$ cat config.mk
export PLATFORM = sky130hd
export DESIGN_NAME = sra_pipe
export DESIGN_NICKNAME = d
export VERILOG_FILES = /design/src/rtl/sra_pipe.sv
export SDC_FILE = /design/constraint.sdc
export NUM_CORES = 1
export LEC_CHECK = 0
export CAP_MARGIN = 20
export CORE_AREA = 2 2 135 137
export CTS_CLUSTER_DIAMETER = 50
export DETAILED_ROUTE_END_ITERATION = 8
export DIE_AREA = 0 0 137 139
export GPL_ROUTABILITY_DRIVEN = 0
export PLACE_DENSITY_LB_ADDON = 0.3
export SYNTH_ARGS = -nofsm -noshare
export SYNTH_HDL_FRONTEND = slang
export SYNTH_SLANG_ARGS = --single-unit
$ cat constraint.sdc
create_clock -name clock -period 1.8 [get_ports clock]
set_input_delay 0.36 -clock clock [delete_from_list [all_inputs] [get_ports clock]]
set_output_delay 0.36 -clock clock [all_outputs]
set_load 0.1 [all_outputs]
$ cat src/rtl/sra_pipe.sv
// sra_pipe: pipelined 32-bit right shifter (SRL / SRA, optional rotate-right).
//
// One register stage per shift-amount bit. Stage k applies the 2**k shift when
// shamt bit k is set, so an op spends SHW cycles in the pipe and a new op can
// enter every cycle. Valid/ready handshake on both sides; stalls collapse
// bubbles from the output backwards.
//
// Optional feature: define SRA_PIPE_ROR_EN to add ctrl_rotate (rotate-right,
// overrides ctrl_arith) and widen the per-stage mode register to 2 bits.
//
// Ports:
//   clock          in   1      rising-edge clock
//   reset_n        in   1      asynchronous reset, active low
//   data_operandA  in   WIDTH  operand to shift
//   ctrl_shiftamt  in   SHW    shift amount 0..WIDTH-1
//   ctrl_arith     in   1      1 = SRA (sign fill), 0 = SRL (zero fill)
//   ctrl_rotate    in   1      (SRA_PIPE_ROR_EN only) 1 = rotate right
//   in_valid       in   1      input op present
//   in_ready       out  1      stage 0 can accept this cycle
//   data_result    out  WIDTH  shifted result (last stage register)
//   out_valid      out  1      data_result holds a completed op
//   out_ready      in   1      consumer takes result this cycle

module sra_pipe #(
  parameter int WIDTH = 32,
  parameter int SHW   = 5
) (
  input  logic             clock,
  input  logic             reset_n,
  input  logic [WIDTH-1:0] data_operandA,
  input  logic [SHW-1:0]   ctrl_shiftamt,
  input  logic             ctrl_arith,
`ifdef SRA_PIPE_ROR_EN
  input  logic             ctrl_rotate,
`endif
  input  logic             in_valid,
  output logic             in_ready,
  output logic [WIDTH-1:0] data_result,
  output logic             out_valid,
  input  logic             out_ready
);

  // Mode bits: bit 0 = arithmetic fill, bit 1 = rotate (when present).
`ifdef SRA_PIPE_ROR_EN
  localparam int MW = 2;
`else
  localparam int MW = 1;
`endif

  logic [SHW-1:0]   v_q;
  logic [SHW-1:0]   v_d;
  logic [WIDTH-1:0] d_q [SHW];
  logic [WIDTH-1:0] d_d [SHW];
  logic [SHW-1:0]   s_q [SHW];
  logic [SHW-1:0]   s_d [SHW];
  logic [MW-1:0]    m_q [SHW];
  logic [MW-1:0]    m_d [SHW];

  logic [SHW-1:0]   adv;
  logic [SHW-1:0]   ld;
  logic [MW-1:0]    mode_in;
  logic             accept;

`ifdef SRA_PIPE_ROR_EN
  // Rotate wins over arithmetic, so the arith bit is cleared for rotates.
  assign mode_in = {ctrl_rotate, ctrl_arith & ~ctrl_rotate};
`else
  assign mode_in = ctrl_arith;
`endif

  // Shift right by sh with fill chosen from the incoming data of this stage.
  function automatic logic [WIDTH-1:0] stage_shift(
    input logic [WIDTH-1:0] din,
    input logic [MW-1:0]    mode,
    input int unsigned      sh
  );
    logic [WIDTH-1:0] top_mask;
    logic [WIDTH-1:0] fill;
    top_mask = ~({WIDTH{1'b1}} >> sh);
    fill     = '0;
    if (mode[0]) fill = {WIDTH{din[WIDTH-1]}};
`ifdef SRA_PIPE_ROR_EN
    // Low sh bits wrap around to the top.
    if (mode[1]) fill = din << (WIDTH - sh);
`endif
    return (din >> sh) | (fill & top_mask);
  endfunction

  // Ready chain from the output back to stage 0; a stage may move when the
  // next one is empty or is itself moving this cycle.
  always_comb begin
    adv          = '0;
    adv[SHW-1]   = v_q[SHW-1] & out_ready;
    for (int k = SHW - 2; k >= 0; k--) begin
      adv[k] = v_q[k] & (~v_q[k+1] | adv[k+1]);
    end
  end

  assign in_ready = ~v_q[0] | adv[0];
  assign accept   = in_valid & in_ready;

  always_comb begin
    ld     = '0;
    ld[0]  = accept;
    d_d[0] = ctrl_shiftamt[0] ? stage_shift(data_operandA, mode_in, 32'd1) : data_operandA;
    s_d[0] = ctrl_shiftamt;
    m_d[0] = mode_in;
    for (int k = 1; k < SHW; k++) begin
      ld[k]  = adv[k-1];
      d_d[k] = s_q[k-1][k] ? stage_shift(d_q[k-1], m_q[k-1], 32'd1 << k) : d_q[k-1];
      s_d[k] = s_q[k-1];
      m_d[k] = m_q[k-1];
    end
    for (int k = 0; k < SHW; k++) begin
      v_d[k] = ld[k] | (v_q[k] & ~adv[k]);
    end
  end

  always_ff @(posedge clock or negedge reset_n) begin
    if (!reset_n) begin
      v_q <= '0;
      for (int k = 0; k < SHW; k++) begin
        d_q[k] <= '0;
        s_q[k] <= '0;
        m_q[k] <= '0;
      end
    end else begin
      v_q <= v_d;
      for (int k = 0; k < SHW; k++) begin
        if (ld[k]) begin
          d_q[k] <= d_d[k];
          s_q[k] <= s_d[k];
          m_q[k] <= m_d[k];
        end
      end
    end
  end

  assign out_valid   = v_q[SHW-1];
  assign data_result = d_q[SHW-1];

endmodule

==> qor.csv, run 1 <==
metric,value,unit
path_cells,and4b_2 -> buf_4 -> a21boi_4 -> buf_12 -> clkbuf_16 -> mux2_1,
r2r_end,d_q[109],
timing.final.crit_period,1.83,ns
setup_ws,-0.0320,ns
path_class,register to register,
vias,5257,
clk_pin_slew,0.06,ns
hold_viol_final,0,
cts_buffer_depth,2,
ff2ff_setup_slack,-0.03,ns
layout_commonest_cell,dfrtp_1,
finalCritPeriodShare,102,%
setup_violations,5,
ant_nets,0,
die_w,137,um
grt_max_degree,69,
synth_seq_area_share,52.1,%
dr.first_iter.drc_count,300,
die-height,139,um
dpl.cell_count,927,
p_per_area,1850,mW/mm2
regArea,0.00448,mm2
worst-path-buf-inv,3,
swShare,38.4,%
maxCapViolations,0,
p_switching,7580,uW
firstDrtPassIters,5,
numClockSinks,179,
synth_xor_area_share,0,%
area_growth,24.4,%
drive_gt1_share,35.5,%
r2r_cells,6,
p_int,12200,uW
synthAdderAreaFrac,0,%
slew_headroom,70.5,%
numCtsBuffers,17,
final_cell_mix,"178 x dfrtp_1, 155 x mux2_2, 98 x a21oi_1",
grt_pass1_vias,5233,
start_util,48.7,%
antenna_found_initial,0,
io_buffers,75,
crit_fanout,18,
vias_per_cell,5.44,
failed_checks,setup timing,
vdd_drop_max,1430,uV
synth_area_leaders,"dfrtp_1 52%, mux2_2 20%, a21oi_1 5.7%",
syn_avg_cell_area,12.7,um2
syn-num-nets,721,
cellLeakagePower,0.00455,uW
grt-ovfl-total,0,
rr_startpoint,v_q[4],
dpl.hpwl,11500,um
startpoint_type,register,
critPathSlowestCell,dfrtp_4,
htree_levels,4,
netlist_area,0.00859,mm2
yosysTopAreaCell,dfrtp_1,
remaining_drc_errors,0,
worst_slew_pin_slew,0.442,ns
postLayoutCellArea,0.0107,mm2
track_usage,18.5,%
place_area,0.00984,mm2
synth_warnings,0,
crit_family,buffers and inverters,
syn_inst,679,
worst_setup_path_end_kind,register,
synth-compound-area-share,8.71,%
finalClockSkew,0.00480,ns
final_cells,967,
slowest_delay,0.47,ns
min_path_type,input port to async pin,
critical_path_arrival,2.14,ns
synthSimpleGateAreaFrac,2.36,%
synth_top_area_share,52.1,%
power.share.clock,22.0,%
rows,49,
cts_tree,yes,
wl,16700,um
insertion_delay,0.43,ns
seq_power_share,35.1,%
rsz0062_at_grt,true,
tns,-0.0616,ns
synth_cell_types,27,
core-area,0.0177,mm2
outcome,"complete, but fails checks",
grt_pass1_wl,27600,um
ioPinCount,76,
multi_input_area,0.00361,mm2
synth_top_family_by_area,multiplexers,
crit_required,2.11,ns
ys_ff_latch,179,
root_buffer,clkbuf_16,
num-nets-final,767,
synth.area.mux_share,30.6,%
fillers,1372,
power_frac_comb,42.9,%
wl_per_cell,17.3,um
diodes,0,
die_area,0.0190,mm2
fmaxAchievable,0.546,GHz
drv_slew,0,
-- power by group through the flow --
stage               Combinational, uW  Clock, uW  Sequential (uW)
floorplan                        6530          0             6320
global placement                 8250          0             6930
detailed placement               8360          0             7020
CTS                              8470       4410             6950
global route                     9000       4570             7150
finish                           8480       4340             6940
-- cells in the mapped netlist --
library cell	count
and4b_1	1
a21o_1	1
o21ai_4	1
mux2_2	155
and2_1	2
buf_1	1
dfrtp_1	179
mux2i_1	48
nand2b_1	3
nand2_1	2
o21bai_1	1
mux2_1	36
nor2b_1	15
nand4b_4	1
a21oi_1	98
o22a_1	15
a21boi_1	1
and3_1	1
clkbuf_1	32
buf_4	41
o21ai_2	1
inv_1	16
o21ai_0	11
buf_2	8
a21boi_0	2
nand3_1	6
o2111ai_1	1
-- per-stage QoR --
stage          util (%)  hold slack (ns)  power (uW)  worst slack, ns
3_3_place_gp       55.7            0.312       15200           -0.213
5_1_grt            60.5            0.461       20700          -0.0725
2_1_floorplan         -           0.0644       12800          0.00625
4_1_cts            60.0            0.437       19800          -0.0193
3_5_place_dp       55.7            0.318       15400           -0.225
6_report           60.5            0.443       19800          -0.0320
-- routing by layer --
layer	track usage (%)	wire (um)	vias up
li1	-	-	2497
met1	26.5	7690	2613
met2	28.4	8100	131
met3	3.84	702	16
met4	5.86	204	0
met5	0	0	-
-- kinds of logic (layout without fill, tap and decap cells) --
logic type | count (synthesis) | after routing
AO/OA/AOI/OAI | 132 | 132
multiplexers | 239 | 239
flip-flops | 179 | 179
buffers and inverters | 98 | 157
AND/OR/NAND/NOR | 31 | 31
-- final cells by class --
class	instances	share of cell area [%]
clock buffers	19	4.24
clock inverters	13	2.38
inverters	16	0.562
multi-input cells	402	33.8
flip-flops and latches	179	42.0
well taps	229	2.68
repair buffers	109	14.4
-- what timing repair did --
item | 4_1_cts | 5_1_grt
hold endpoints to repair | 39 | 0
endpoints found under the setup margin | 1 | 16
hold buffers | 1 | 0
buffers inserted | 4 | 1
pin swaps | 0 | 1
gates resized for setup | 2 | 1
cloned | 0 | 3
-- registers in the layout (all words and copies together) (netlist names) --
| signal | cells |
|---|---|
| data_result | 32 |
| m_d | 4 |
| d_q | 128 |
| s_d | 10 |
| v_q | 5 |
-- how the worst max path moves through the flow --
stage	start	to	slack, ns	cells past startpoint
after CTS	v_q[4]	in_ready	-0.02	3
final	v_q[4]	d_q[109]	-0.03	6
after floorplan	v_q[4]	d_q[100]	0.006	5
after detailed placement	out_ready	d_q[111]	-0.23	5
after global placement	out_ready	m_d[2]	-0.21	5
after global routing	v_q[4]	d_q[109]	-0.07	6
No activity file was read; power rests on OpenSTA's default activity.
==> run 2, diff against run 1 <==
Settings changed: CAP_MARGIN 20 to 30.
==> results of run 2 <==
The final DEF is identical to that of run 1; final timing and power are the same.
==> run 3, diff against run 2 <==
Settings changed: GPL_TIMING_DRIVEN set to 1.
==> results of run 3 <==
The final DEF is identical to that of run 1; final timing and power are the same.
